--- config.mk ---
export PLATFORM = sky130hd
export DESIGN_NAME = sound_decoder
export DESIGN_NICKNAME = d
export VERILOG_FILES = /design/src/rtl/sound_pkg.sv /design/src/rtl/sound_edge_sync.sv /design/src/rtl/sound_decoder.sv
export SDC_FILE = /design/constraint.sdc
export NUM_CORES = 1
export LEC_CHECK = 0
export BUFFER_PORTS_ARGS = -buffer_cell sky130_fd_sc_hd__buf_2
export CELL_PAD_IN_SITES_DETAIL_PLACEMENT = 1
export CELL_PAD_IN_SITES_GLOBAL_PLACEMENT = 1
export CORE_UTILIZATION = 32
export CTS_CLUSTER_DIAMETER = 100
export DETAILED_ROUTE_END_ITERATION = 10
export PLACE_DENSITY = 0.54
export SYNTH_ARGS = -nofsm -noshare
export SYNTH_HDL_FRONTEND = slang
export SYNTH_HIERARCHICAL = 1
export SYNTH_SLANG_ARGS = --single-unit
--- constraint.sdc ---
create_clock -name clk -period 6.75 [get_ports clk]
set_clock_uncertainty 0.1 [all_clocks]
set_input_delay 0.3375 -clock clk [delete_from_list [all_inputs] [get_ports clk]]
set_output_delay 0.3375 -clock clk [all_outputs]
set_load 0.03 [all_outputs]
--- src/rtl/sound_pkg.sv ---
// Shared definitions for the game sound link (generator and decoder):
// tone codes, nominal half-periods, decoder FSM states and the
// half-period classifier.
package sound_pkg;

  // 2-bit tone codes carried over the link
  localparam logic [1:0] SND_GO   = 2'b11;
  localparam logic [1:0] SND_PING = 2'b10;
  localparam logic [1:0] SND_PONG = 2'b01;
  localparam logic [1:0] SND_STOP = 2'b00;

  // Nominal half-periods in clk cycles (generator setting f -> 2^(f+1))
  localparam int unsigned NOM_GO      = 8192;
  localparam int unsigned NOM_PING    = 16384;
  localparam int unsigned NOM_PONG    = 32768;
  localparam int unsigned NOM_STOP    = 65536;
  localparam int unsigned NOM_GO_LOG2 = 13;

  typedef enum logic [1:0] {
    IDLE,
    TRACK,
    LOCKED
  } sound_state_t;

  typedef struct packed {
    logic       good;
    logic [1:0] code;
  } sound_class_t;

  // Window for nominal N is [3N/4, 3N/2); windows are contiguous and
  // built from shifts only. go_log2 is log2 of the shortest (go) nominal.
  function automatic sound_class_t classify(input logic [31:0] h,
                                            input int unsigned go_log2);
    sound_class_t r;
    logic [31:0]  n;
    r.good = 1'b0;
    r.code = SND_STOP;
    for (int k = 0; k < 4; k++) begin
      n = 32'd1 << (go_log2 + k);
      if ((h >= ((n >> 1) + (n >> 2))) && (h < (n + (n >> 1)))) begin
        r.good = 1'b1;
        r.code = 2'(3 - k);
      end
    end
    return r;
  endfunction

endpackage

--- src/rtl/sound_edge_sync.sv ---
// Input conditioning for the sound pin: 2-FF synchronizer, optional
// 3-sample stability filter, and a registered pulse on either polarity.
// Optional feature macro: SOUND_DECODER_DEGLITCH_EN (filter enabled,
// edge latency 5 cycles); default build has 3-cycle edge latency.
module sound_edge_sync (
  input  logic clk,
  input  logic rst,
  input  logic sound_in,
  output logic edge_det
);

  logic sync1_reg;
  logic sync2_reg;
  logic lvl_reg;
  logic lvl_next;
  logic edge_reg;

`ifdef SOUND_DECODER_DEGLITCH_EN
  logic [1:0] hist_reg;

  // Two-deep history of the synchronized level for the stability check
  always_ff @(posedge clk) begin
    if (rst) begin
      hist_reg <= 2'b00;
    end else begin
      hist_reg <= {hist_reg[0], sync2_reg};
    end
  end

  // Filtered level follows the pin only after 3 equal consecutive samples
  always_comb begin
    lvl_next = lvl_reg;
    if ((sync2_reg == hist_reg[0]) && (hist_reg[0] == hist_reg[1])) begin
      lvl_next = sync2_reg;
    end
  end
`else
  // No filter: every synchronized transition counts
  always_comb begin
    lvl_next = sync2_reg;
  end
`endif

  // Synchronizer, level history and both-polarity edge pulse
  always_ff @(posedge clk) begin
    if (rst) begin
      sync1_reg <= 1'b0;
      sync2_reg <= 1'b0;
      lvl_reg   <= 1'b0;
      edge_reg  <= 1'b0;
    end else begin
      sync1_reg <= sound_in;
      sync2_reg <= sync1_reg;
      lvl_reg   <= lvl_next;
      edge_reg  <= lvl_next ^ lvl_reg;
    end
  end

  assign edge_det = edge_reg;

endmodule

--- src/rtl/sound_decoder.sv ---
// Receive end of the game sound link: measures the tone half-period,
// classifies it and reports a locked 2-bit sound code.
// Optional feature macro: SOUND_DECODER_DEGLITCH_EN (input glitch filter,
// handled inside sound_edge_sync).
module sound_decoder
  import sound_pkg::*;
#(
  parameter int unsigned MATCH_N = 4,
  parameter int unsigned TIMEOUT = 131072,
  parameter int unsigned CNT_W   = 18,
  parameter int unsigned GO_LOG2 = NOM_GO_LOG2
) (
  input  logic       clk,
  input  logic       rst,
  input  logic       sound_in,
  output logic [1:0] code_sound,
  output logic       valid,
  output logic       code_stb,
  output logic       bad_period
);

  localparam int unsigned      MW        = $clog2(MATCH_N + 1);
  localparam logic [CNT_W-1:0] CNT_MAX   = '1;
  localparam logic [CNT_W-1:0] TIMEOUT_C = CNT_W'(TIMEOUT);
  localparam logic [MW-1:0]    MATCH_C   = MW'(MATCH_N);

  logic             edge_det;
  logic [CNT_W-1:0] cnt_reg;
  logic             first_reg;
  logic             timeout;
  sound_class_t     cls;
  logic [MW-1:0]    match_inc;

  sound_state_t     state_reg, state_next;
  logic [MW-1:0]    match_reg, match_next;
  logic [1:0]       cand_reg, cand_next;
  logic [1:0]       code_reg, code_next;
  logic             valid_reg, valid_next;
  logic             stb_reg, stb_next;
  logic             bad_reg, bad_next;

  sound_edge_sync u_edge (
    .clk      (clk),
    .rst      (rst),
    .sound_in (sound_in),
    .edge_det (edge_det)
  );

  // Half-period counter: restarts at 1 on each edge, saturates otherwise.
  // The first edge after reset only arms the measurement.
  always_ff @(posedge clk) begin
    if (rst) begin
      cnt_reg   <= '0;
      first_reg <= 1'b1;
    end else if (edge_det) begin
      cnt_reg   <= CNT_W'(1);
      first_reg <= 1'b0;
    end else if (cnt_reg != CNT_MAX) begin
      cnt_reg   <= cnt_reg + CNT_W'(1);
    end
  end

  // Classifier on the value captured at the edge
  always_comb begin
    cls = classify(32'(cnt_reg), GO_LOG2);
  end

  assign timeout   = (cnt_reg == TIMEOUT_C);
  assign match_inc = match_reg + MW'(1);

  // Lock FSM: next state, candidate tracking and output updates.
  // An edge in the same cycle as the timeout takes precedence.
  always_comb begin
    state_next = state_reg;
    match_next = match_reg;
    cand_next  = cand_reg;
    code_next  = code_reg;
    valid_next = valid_reg;
    stb_next   = 1'b0;
    bad_next   = 1'b0;
    if (edge_det) begin
      if (!first_reg) begin
        if (!cls.good) begin
          bad_next   = 1'b1;
          match_next = '0;
          if (state_reg == TRACK) begin
            state_next = IDLE;
          end
        end else begin
          case (state_reg)
            IDLE: begin
              state_next = TRACK;
              cand_next  = cls.code;
              match_next = MW'(1);
            end
            TRACK: begin
              if (cls.code == cand_reg) begin
                if (match_inc == MATCH_C) begin
                  state_next = LOCKED;
                  code_next  = cand_reg;
                  valid_next = 1'b1;
                  stb_next   = 1'b1;
                  match_next = '0;
                end else begin
                  match_next = match_inc;
                end
              end else begin
                cand_next  = cls.code;
                match_next = MW'(1);
              end
            end
            LOCKED: begin
              if (cls.code == code_reg) begin
                // Current tone confirmed; any pending change is abandoned
                match_next = '0;
              end else if ((match_reg != '0) && (cls.code == cand_reg)) begin
                if (match_inc == MATCH_C) begin
                  code_next  = cand_reg;
                  stb_next   = 1'b1;
                  match_next = '0;
                end else begin
                  match_next = match_inc;
                end
              end else begin
                cand_next  = cls.code;
                match_next = MW'(1);
              end
            end
            default: begin
              state_next = IDLE;
            end
          endcase
        end
      end
    end else if (timeout) begin
      state_next = IDLE;
      valid_next = 1'b0;
      match_next = '0;
    end
  end

  // State and output registers
  always_ff @(posedge clk) begin
    if (rst) begin
      state_reg <= IDLE;
      match_reg <= '0;
      cand_reg  <= SND_STOP;
      code_reg  <= SND_STOP;
      valid_reg <= 1'b0;
      stb_reg   <= 1'b0;
      bad_reg   <= 1'b0;
    end else begin
      state_reg <= state_next;
      match_reg <= match_next;
      cand_reg  <= cand_next;
      code_reg  <= code_next;
      valid_reg <= valid_next;
      stb_reg   <= stb_next;
      bad_reg   <= bad_next;
    end
  end

  assign code_sound = code_reg;
  assign valid      = valid_reg;
  assign code_stb   = stb_reg;
  assign bad_period = bad_reg;

endmodule
; After elaboration in Yosys (flattened, before gate mapping)
; Cells that the tools add are included.
[classes]
n_reduce_logical = 19
muxes = 45
magnitude_cmp = 8
eq_ne = 22
bitwise_logic = 4
add_sub_neg = 2
[op_table]
columns = operator, n
row1 = $mux 3, 12
row2 = $mux 2, 14
row3 = $add 18x1->18 const B, 1
row4 = $eq 18x18->1 const B, 1
row5 = $ge 18x13->1 const B, 1
row6 = $ge 18x14->1 const B, 1
row7 = $ge 18x15->1 const B, 1
row8 = $ge 18x16->1 const B, 1
row9 = $lt 18x14->1 const B, 1
row10 = $lt 18x15->1 const B, 1
row11 = $lt 18x16->1 const B, 1
row12 = $lt 18x17->1 const B, 1
row13 = $ne 18x18->1 const B, 1
row14 = $ne 2x2->1 const B, 9
row15 = $mux 1, 14
row16 = $reduce_and 7->1, 2
row17 = $pmux 2 s3, 2
row18 = $reduce_and 6->1, 2
row19 = $pmux 3 s3, 1
row20 = $ne 4x4->1 const B, 2
row21 = $ne 3x3->1 const B, 2
row22 = $reduce_bool 2->1, 3
row23 = $reduce_bool 3->1, 2
row24 = $logic_and 1x1->1, 5
row25 = other kinds (16), 19
[word_totals]
regBits = 35
out_inout_bits = 5
word_cells = 114

; Longest topological paths before layout
; Gate-level depths: netlist of run 1.
[logic_depth]
word_depth = 14
ltp_mapped = 8
ltp_nobuf = 8

; Modules after synthesis
; Netlist of run 1, hierarchy kept.
[by_module_without_submodules]
columns = module, area_per_inst_um2, seq_area_each_um2, cells_each, instances
row1 = sound_decoder, 2030.7, 620.6, 244, 1
row2 = sound_edge_sync, 111.4, 80.1, 9, 1

; Least setup slack after synthesis of run 1
; Ideal clock, no wire load.
[synth_path]
path_type = reg2reg
startpoint = register cnt_reg[15]
endpoint = register state_reg[0]
setup_slack_ps = 4593
path_stages_with_launch = 8
required_ps = 6590
synth_period_minus_slack_ps = 2157
arrival_ps = 1996
cell_sequence = dfxtp_1 > buf_6 > or4_4 > o221ai_2 > nand4_1 > and3_4 > a2111oi_4 > a32o_1
[synth_via]
elab_chain_cells = 9
word_cells_on_any_way = 27
cone_classes = 8 x order compare / 6 x eq/ne / 7 x mux / 6 x reduce/logical
[synth_rtl]
columns = element, line
row1 = from (decl), sound_decoder.sv:28  ; logic [CNT_W-1:0] cnt_reg;
row2 = from (signal assigned), sound_decoder.sv:59  ; cnt_reg <= cnt_reg + CNT_W'(1);
row3 = $ge 18x13->1 or $lt 18x14->1 (tied branches), sound_pkg.sv:40  ; if ((h >= ((n >> 1) + (n >> 2))) && (h < (n + (n >> 1)))) begin
row4 = $logic_and 1x1->1, sound_pkg.sv:40
row5 = $mux 3 (4 in series), sound_pkg.sv:40
row6 = $eq 2x2->1 or $mux 2 (tied branches), "sound_decoder.sv:97, sound_decoder.sv:83"
row7 = $ne 4x4->1 (no line) or $mux 2 (tied branches), -
row8 = $reduce_and 6->1 (no line) or $mux 2 (tied branches), -
row9 = to (signal assigned), sound_decoder.sv:153  ; state_reg <= state_next;
row10 = to (decl), sound_decoder.sv:34  ; sound_state_t state_reg, state_next;
; Several ways; a longest one is shown, not always the timed one. The select of a mux whose other input is x is not followed.
; A chain may end at the register's enable or synchronous reset.

; Final worst setup path of run 1
[layout_path]
startpoint = register cnt_reg[14]
endpoint = register cnt_reg[4]
[layout_via]
elab_chain_cells = 1
[layout_rtl]
columns = element, line
row1 = $ne 18x18->1, sound_decoder.sv:58  ; end else if (cnt_reg != CNT_MAX) begin
; No other way between the ends.

==> results of run 1 <==
[through the flow]
step | cell area [sq um] | power [mW]
after floorplan | 2140 | 0.227
after global placement | 2210 | 0.231
after detailed placement | 2210 | 0.231
after CTS | 2330 | 0.440
after global routing | 2330 | 0.451
final | 2330 | 0.433
[final cells by class]
type                    instances  area, sq um
fillers                       771         4090
multi-input cells             192         1330
flip-flops and latches         35          701
well taps                      77         96.3
clock buffers                   6         82.6
inverters                      13         48.8
clock inverters                 2         38.8
repair buffers                  7         35.0
[worst min-delay path by stage]
stage                                      startpoint                           to  slack (ps)  cells after the start
after floorplan                                   rst   u_edge/lvl_next$_SDFF_PP0_         310                      1
after global placement    u_edge/sync1_reg$_SDFF_PP0_   u_edge/lvl_next$_SDFF_PP0_         320                      1
after detailed placement  u_edge/sync1_reg$_SDFF_PP0_   u_edge/lvl_next$_SDFF_PP0_         340                      1
after CTS                                    sound_in  u_edge/sync1_reg$_SDFF_PP0_         160                      2
after global routing                         sound_in  u_edge/sync1_reg$_SDFF_PP0_         160                      2
final                                        sound_in  u_edge/sync1_reg$_SDFF_PP0_         160                      2
[power breakdown]
part / leakage [nW] / switching (mW) / internal, mW / total (mW)
clock: 0.0618 / 0.0858 / 0.122 / 0.207
sequential: 0.283 / 0.00289 / 0.209 / 0.212
combinational: 0.455 / 0.00798 / 0.00548 / 0.0135
total: 0.800 / 0.0967 / 0.336 / 0.433
[metal layers]
layer | GRT usage (%) | part of all wire (%) | up-vias
li1 | - | - | 901
met1 | 21.0 | 50 | 858
met2 | 27.1 | 47 | 9
met3 | 2.37 | 1.4 | 5
met4 | 4.23 | 1.1 | 0
met5 | 0 | 0 | -
[cell families (layout without fill, tap and decap cells)]
logic type,count (synthesis),after routing
compound gates,43,43
xor+xnor,14,14
fa+ha+maj,11,11
buf+inv,26,28
flops,35,35
mux,8,8
simple gates,116,116
[cell usage in the layout, fill, tap and decap left out, types with 4 or more instances in the layout]
cell      synthesis  layout
inv_1            13      13
nand3_1          16      16
clkbuf_8          0       6
nand3b_1          4       4
o21ai_0           7       7
mux2i_1           7       7
ha_1             11      11
nor2b_1           6       6
dfxtp_1          35      35
nand2_1          13      13
nor3_1            5       5
buf_2             5       7
xor2_1            8       8
xnor2_1           6       6
a21oi_1           9       9
nor2_1           29      29
nor4_1            4       4
nand4_1           6       6
nand2b_1          9       9
[synth_stat cells, drive strengths merged, types with 3 or more instances]
| library cell | count | share of area [%] |
|---|---|---|
| a31oi | 3 | 0.88 |
| nand3 | 16 | 3.7 |
| and3 | 3 | 1.1 |
| nor4 | 4 | 1.2 |
| a211oi | 5 | 2.2 |
| nor2 | 29 | 5.1 |
| inv | 13 | 2.3 |
| and2 | 4 | 1.2 |
| nor4b | 3 | 1.2 |
| or3 | 3 | 0.88 |
| nor2b | 6 | 1.8 |
| nand3b | 4 | 1.4 |
| dfxtp | 35 | 33 |
| nor3 | 5 | 1.2 |
| xnor2 | 6 | 2.5 |
| clkbuf | 7 | 1.2 |
| nand2 | 13 | 2.3 |
| a21oi | 9 | 2.1 |
| ha | 11 | 6.4 |
| nand2b | 9 | 2.6 |
| o21ai | 7 | 1.6 |
| xor2 | 8 | 3.3 |
| mux2i | 7 | 3.3 |
| buf | 6 | 1.7 |
| or4 | 3 | 1.2 |
| nand4 | 6 | 1.8 |
==> flow_summary.toml, run 1 <==
[synthesis]
syn-num-nets = 267
synth_area_sq_um = 2140
synth_warnings = 6
synth-xor-area-share_pct = 5.72
synth_edf_count = 0
muxShareOfSynthArea_pct = 3.80
synth_compound_area_share_pct = 16.6
yosysUniqueCellTypes = 52
synth_top_family_by_area = "simple AND/OR/NAND/NOR gates"
netlist_instances = 253
postSynthAreaPerCell_sq_um = 8.47
yosysSeqAreaShare_pct = 32.7
async_reset_ff_share_pct = 0
synthSimpleGateAreaFrac_pct = 29.5
ys_ff_latch = 35
synth_ff_type = "dfxtp_1"
synth_fa_ha_area_share_pct = 6.43

[global_routing]
grt_pass1_wl_microns = 9070
grt_pass1_vias = 1813
grt_usage_pct = 16.0
antenna_found_initial = 0
grt.overflow.total = 0
grt_max_degree = 24

[outcome]
status = "finished with violations"
violations = "DRC"

[worst_setup_path]
setup.worst_path.end = "cnt_reg[4]$_SDFFE_PP0P_"
rr_worst_depth = 6
r2r_start = "cnt_reg[14]$_SDFFE_PP0P_"
crit_slowest_cell = "nor4_1"
r2r_slack_ps = 3970
startpoint = "cnt_reg[14]$_SDFFE_PP0P_"
worst-path-stages = 6
path_class = "register to register"
slowest_delay_ps = 620
r2r-end = "cnt_reg[4]$_SDFFE_PP0P_"
cp.buffers_inverters = 0
start_kind = "register"
crit_chain = "nand2_1, nor4_1, nand4_1, and4_1, xnor2_1, nor2_1"
crit_required_ps = 6830
worstSetupEndpointType = "register"
cp_top_family = "simple AND/OR/NAND/NOR gates"
worstPathArrival_ps = 2860
cp_max_fo = 13

[timing]
rsz0062_at_grt = "no"
hold_ws_ps = 163
period_share_pct = 41.2
setup_tns_ps = 0
timing.final.ws_setup_ps = 3970
period_needed_ps = 2780
relSlewSlack_pct = 55.7
hold_viol_final = 0
fmax_ghz = 0.359
worstMarginPinSlew_ps = 658
finalMaxSlewViolations = 0
setup_viol = 0

[placement]
dpl.cell_count = 324
io_buffers = 7
dp_hpwl_microns = 3850
dp_slack_ps = 3940
gp_congestion = 0.762

[clock_network]
cts.sinks = 35
cts_buffers = 5
root_buffer = "clkbuf_8"
tritoncts = "done"
htree_num_levels = 2
cts_setup_buffers = 0
clk_pin_slew_worst_paths_ps = 80
ctsResizeCount = 0
clk_latency_ps = 290
cts_hold_buf = 0
clockBufferDepth = 2

[cells_and_area]
antennaDiodeCount = 0
syn2layout_area_growth_pct = 8.88
largest_reg_flops = 18
num-nets-final = 268
utilization_pct = 36.3
drive_gt1_share_pct = 11.8
instances_no_fill = 332

[die]
rows = 29
ioPinCount = 8
die-area_sq_um = 7020
core-area_sq_um = 6420
fp.dieH_microns = 83.8
start_util_pct = 33.4
die_w_microns = 83.8

[route]
wl_per_cell_microns = 15.7
vias = 1773
first_pass_iters = 7
totalWireLength_microns = 5200
drt_iter0_markers = 97
avgViaCountPerCell = 5.34
drc = 2
ant_nets = 0

[power_and_ir_drop]
p_leak_nw = 0.800
p_per_area_nw_per_um2 = 186
ir_worst_vdd_mv = 0.0712

[run]
cap_violations = 0

[worst_hold_path]
hold_class = "input port to register"
(Power assumes the default switching activity.)
==> run 2: changes to the inputs <==
- PLACE_DENSITY: 0.54 -> 0.56
- clock period: 6.75 -> 2.3 ns (I/O delays scaled with it)
==> run 2 against run 1 <==
  * The run still ends with DRC left
  * Via count is 5.4% higher
  * Die area stayed put
  * Sequential share of layout area is 3.8 points lower
  * Non-clock buffer count is 32 higher
  * Final cell count is 9.6% higher
  * Clock power grew to 2.9 times the previous value
  * Sequential power grew to 2.9 times the previous value
  * Utilization is 5.5 points higher
  * First-iteration DRC count is 60% lower
  * Combinational power grew to 3.8 times the previous value
  * Critical path type unchanged
  * Critical endpoint is now state_reg[0]$_SDFFE_PP0P_
==> flow_summary.toml, run 2 (synthesis results as in run 1) <==
[global_routing]
grt_usage_pct = 15.9
grt.overflow.total = 0
grt_pass1_wl_microns = 8940
grt_pass1_vias = 1918
grt_max_degree = 24
antenna_found_initial = 0

[power_and_ir_drop]
p_per_area_nw_per_um2 = 473
p_leak_nw = 0.985
power.total_mw = 1.27
ir_worst_vdd_mv = 0.365

[clock_network]
clk_pin_slew_worst_paths_ps = 80
cts.sinks = 35
tritoncts = "done"
cts_buffers = 5
htree_num_levels = 2
clockBufferDepth = 2
clk_latency_ps = 290
root_buffer = "clkbuf_8"

[placement]
dpl.cell_count = 351
gp_congestion = 0.737
io_buffers = 7
dp_hpwl_microns = 3970

[run]
cap_violations = 0

[cells_and_area]
instances_no_fill = 364
num-nets-final = 300
drive_gt1_share_pct = 26.5
fillers = 777
syn2layout_area_growth_pct = 25.4
antennaDiodeCount = 0
final_common_cell = "dfxtp_1"
largest_reg_flops = 18
layout_common_cells = "dfxtp_1 (31), buf_4 (30), nor2_1 (29)"

[worst_setup_path]
cp_max_fo = 9
start_kind = "register"
worstSetupEndpointType = "register"
crit_required_ps = 2430
r2r-end = "state_reg[0]$_SDFFE_PP0P_"
worstPathArrival_ps = 2350
crit_slowest_cell = "or4_4"
crit_chain = "or4_4, o221ai_2, nand4b_1, and3_4, a2111oi_4, a32o_1"
rr_worst_depth = 6
path_class = "register to register"
r2r_start = "cnt_reg[14]$_SDFFE_PP0P_"
slowest_delay_ps = 550
cp_top_family = "simple AND/OR/NAND/NOR gates"
r2r_slack_ps = 80
cp.buffers_inverters = 0

[route]
totalWireLength_microns = 5350
drc = 4
vias = 1869
ant_nets = 0
wl_per_cell_microns = 14.7
drt_iter0_markers = 39
avgViaCountPerCell = 5.13
first_pass_iters = 7

[timing]
hold_viol_final = 0
setup_viol = 0
relSlewSlack_pct = 70.5
fmax_ghz = 0.451
period_needed_ps = 2220
worstMarginPinSlew_ps = 443
finalMaxSlewViolations = 0
period_share_pct = 96.3

[die]
die_w_microns = 83.8
start_util_pct = 33.4
core-area_sq_um = 6420
rows = 29
ioPinCount = 8
fp.dieH_microns = 83.8
die-area_sq_um = 7020

[worst_hold_path]
hp-start = "rst"
min_path_cells = 2
hold-path-endpoint = "u_edge/edge_det$_SDFF_PP0_"
hold_class = "input port to register"

[outcome]
status = "finished with violations"
violations = "DRC"
-- run 2: report_power, final --
part / internal [mW] / switching, mW
logic: 0.0240 / 0.0269
clock network: 0.357 / 0.242
registers: 0.614 / 0.00713
-- run 2: how the worst max path moves through the flow --
stage / depth (start not counted) / startpoint / to / slack [ps]
2_1_floorplan: 7 / cnt_reg[15]$_SDFFE_PP0P_ / state_reg[0]$_SDFFE_PP0P_ / 140
3_3_place_gp: 6 / cnt_reg[15]$_SDFFE_PP0P_ / code_stb$_SDFF_PP0_ / -40
3_5_place_dp: 6 / cnt_reg[15]$_SDFFE_PP0P_ / code_stb$_SDFF_PP0_ / -10
4_1_cts: 7 / cnt_reg[15]$_SDFFE_PP0P_ / state_reg[0]$_SDFFE_PP0P_ / 9
5_1_grt: 9 / cnt_reg[15]$_SDFFE_PP0P_ / match_reg[2]$_SDFFE_PP0P_ / -5
6_report: 6 / cnt_reg[14]$_SDFFE_PP0P_ / state_reg[0]$_SDFFE_PP0P_ / 80
-- run 2: cell type report --
type	count	area (sq um)	share of cell area [%]
clock inverters	2	38.8	1.44
well taps	77	96.3	3.59
inverters	13	48.8	1.82
clock buffers	6	82.6	3.07
multi-input cells	192	1430	53.3
flip-flops and latches	35	706	26.3
repair buffers	39	282	10.5
-- run 2: timing repair --
item	CTS	global route
endpoints found under the hold margin	1	0
buffers inserted	0	4
hold buffers	1	0
cloned	0	0
gates resized for setup	4	18
setup endpoints to repair	3	11
pin swaps	1	9
-- run 2: per-stage QoR --
step	cell area, sq um	TNS (ps)	setup WS, ps	hold slack (ps)	utilization [%]
global placement	2410	-41.6	-41.6	226	37.6
global route	2690	-4.99	-4.99	188	41.8
detailed placement	2410	-10.0	-10.0	232	37.6
finish	2690	0	84.4	146	41.8
floorplan	2140	0	143	86.6	-
CTS	2570	0	8.76	146	40.0
-- run 2: metal layers --
metal  GRT usage (%)  vias to the layer above  share of wire (%)
met5               0                        -                  0
met4            5.17                        0                1.6
met3            2.37                        7                1.3
met2            28.0                       11                 49
met1            19.8                      886                 48
li1                -                      965                  -
==> run 3: changes to the inputs <==
- ABC_AREA: not set -> 1
- PLACE_DENSITY: 0.56 -> 0.7
==> run 3 against run 2 <==
  * The run now ends clean
  * Sequential share of layout area grew 2.0 points
  * Clock power decreased by 25%
  * Sequential power barely moved
  * Critical path type unchanged
  * Largest cell class unchanged
==> flow_summary.toml, run 3 <==
[synthesis]
synthSimpleGateAreaFrac_pct = 42.7
synth_compound_area_share_pct = 6.26
yosys-top-cells-count = "nand2_1 (61), inv_1 (54), nor2_1 (39)"
async_reset_ff_share_pct = 0
synth.area.top_cells = "dfxtp_1 (31%), nand2_1 (10%), inv_1 (9.1%)"
yosysUniqueCellTypes = 30
synth_top_family_by_area = "simple AND/OR/NAND/NOR gates"
synth_top_area_share_pct = 31.3
postSynthAreaPerCell_sq_um = 6.90
muxShareOfSynthArea_pct = 0
yosysMostFrequentCell = "nand2_1"
synth_fa_ha_area_share_pct = 6.15
synth_warnings = 6
yosysSeqAreaShare_pct = 31.3
syn-num-nets = 338
synth_edf_count = 0
synth_ff_type = "dfxtp_1"
synth-xor-area-share_pct = 3.91
ys_ff_latch = 35
synth_area_sq_um = 2240
yosys.area.top_type = "dfxtp_1"
netlist_instances = 324

[cells_and_area]
largest_reg_flops = 18
final_common_cell = "nand2_1"
drive_gt1_share_pct = 14.4
num-nets-final = 353
antennaDiodeCount = 0
multi_input_area_sq_um = 1330
layout_common_cells = "nand2_1 (61), inv_1 (54), nor2_1 (39)"
fillers = 872
syn2layout_area_growth_pct = 10.6
ff_latch_area_sq_um = 701

[worst_setup_path]
r2r-end = "cnt_reg[1]$_SDFFE_PP0P_"
slowest_delay_ps = 400
cp_top_family = "simple AND/OR/NAND/NOR gates"
cp_max_fo = 5
cp.buffers_inverters = 1
path_class = "register to register"
startpoint = "cnt_reg[0]$_SDFFE_PP0P_"
crit_top_cell = "nand2_1"
r2r_slack_ps = 220
worstPathArrival_ps = 2210
worst-path-stages = 9
rr_worst_depth = 9
crit_slowest_cell = "dfxtp_1"
crit_chain = "ha_1, nand2_1, inv_1, nand4_1, nor4_1, nand2_1, nor2_1, o21ai_0, a21oi_1"
setup.worst_path.end = "cnt_reg[1]$_SDFFE_PP0P_"
worstSetupEndpointType = "register"
r2r_start = "cnt_reg[0]$_SDFFE_PP0P_"
start_kind = "register"
crit_required_ps = 2430

[clock_network]
cts_buffers = 5
clk_latency_ps = 290
root_buffer = "clkbuf_8"
cts_setup_buffers = 0
tritoncts = "done"
clk_pin_slew_worst_paths_ps = 70
htree_num_levels = 2
cts.sinks = 35
clockBufferDepth = 2

[timing]
finalMaxSlewViolations = 0
setup_viol = 0
rsz0062_at_grt = "no"
hold_ws_ps = 18.3
hold_viol_final = 0
fmax_ghz = 0.480
period_share_pct = 90.5
worstMarginPinSlew_ps = 435
setup_tns_ps = 0
relSlewSlack_pct = 70.8
period_needed_ps = 2080

[global_routing]
antenna_found_initial = 0
grt_usage_pct = 16.5
grt_pass1_vias = 2086
grt_pass1_wl_microns = 9490
grt.overflow.total = 0
grt_max_degree = 14

[placement]
gp_congestion = 0.876
io_buffers = 7
dp_hpwl_microns = 4500

[route]
drt_iter0_markers = 32
wl_per_cell_microns = 13.2
vias = 2055
ant_nets = 0
avgViaCountPerCell = 4.89
drc = 0
totalWireLength_microns = 5560
first_pass_iters = 4

[die]
start_util_pct = 33.1
die-area_sq_um = 7330
core-area_sq_um = 6760
die_w_microns = 85.6
rows = 30
ioPinCount = 8
fp.dieH_microns = 85.6

[worst_hold_path]
min_path_cells = 2
hold_class = "input port to register"

[power_and_ir_drop]
p_per_area_nw_per_um2 = 453
ir_worst_vdd_mv = 0.307
power.total_mw = 1.12
p_leak_nw = 1.11

[run]
cap_violations = 0

[outcome]
status = "finished, final reports clean"
## run 3: changes by cell type after synthesis, sizes merged, moves of 6 or more
| cell | previous run | this run |
|---|---|---|
| inv | 13 | 55 |
| nor2b | 6 | 0 |
| mux2i | 7 | 0 |
| a21oi | 9 | 15 |
| nand2b | 9 | 0 |
| nand2 | 13 | 75 |
| nand3 | 16 | 26 |
| xnor2 | 6 | 0 |
| nor2 | 29 | 50 |
| clkbuf | 7 | 0 |
## run 3: logic make-up (layout without fill, tap and decap cells)
family | after synthesis | count (layout)
simple gates | 184 | 184
buf+inv | 57 | 73
fa+ha+maj | 11 | 11
compound gates | 27 | 27
xor+xnor | 10 | 10
flops | 35 | 35
## run 3: final cells by class
| type | instances | area share, % |
|---|---|---|
| flip-flops and latches | 35 | 28.3 |
| multi-input cells | 232 | 53.6 |
| clock buffers | 6 | 2.93 |
| well taps | 80 | 4.04 |
| clock inverters | 2 | 0.506 |
| repair buffers | 9 | 2.12 |
| inverters | 56 | 8.49 |
## run 3: worst min-delay path by stage
stage              from                          end
6_report            rst    u_edge/lvl_reg$_SDFF_PP0_
5_1_grt             rst    u_edge/lvl_reg$_SDFF_PP0_
4_1_cts             rst    u_edge/lvl_reg$_SDFF_PP0_
3_5_place_dp   sound_in  u_edge/sync1_reg$_SDFF_PP0_
3_3_place_gp   sound_in  u_edge/sync1_reg$_SDFF_PP0_
2_1_floorplan       rst    match_reg[0]$_SDFFE_PP0P_
## run 3: layer usage
layer	global-route usage (%)	routed length, microns	vias to the layer above
li1	-	-	1064
met5	0	0	-
met3	3.27	105	16
met2	29.8	2730	18
met1	18.9	2570	957
met4	7.12	149	0
## run 3: worst register-to-register path, cell delays in order (launching register included)
cell,delay [ps]
dfxtp_1,400
ha_1,260
nand2_1,70
inv_1,70
nand4_1,220
nor4_1,410
nand2_1,90
nor2_1,170
o21ai_0,100
a21oi_1,110
## run 3: stage by stage
step	cell area, sq um	setup slack, ps	std cells	util (%)
after detailed placement	2370	187	411	35.1
after global placement	2370	237	411	35.1
after floorplan	2240	592	324	-
final	2470	219	420	36.6
after global routing	2470	22.5	420	36.6
after CTS	2470	102	420	36.6
## run 3: power by group
part	total (mW)	switching, mW	internal (mW)
clock	0.451	0.240	0.212
combinational	0.0493	0.0328	0.0165
sequential	0.621	0.00725	0.614
## run 3: repair_timing
action | in CTS | in global routing
endpoints found under the hold margin | 1 | 0
hold buffers | 1 | 0
endpoints found under the setup margin | 0 | 2
gates resized for setup | 0 | 1
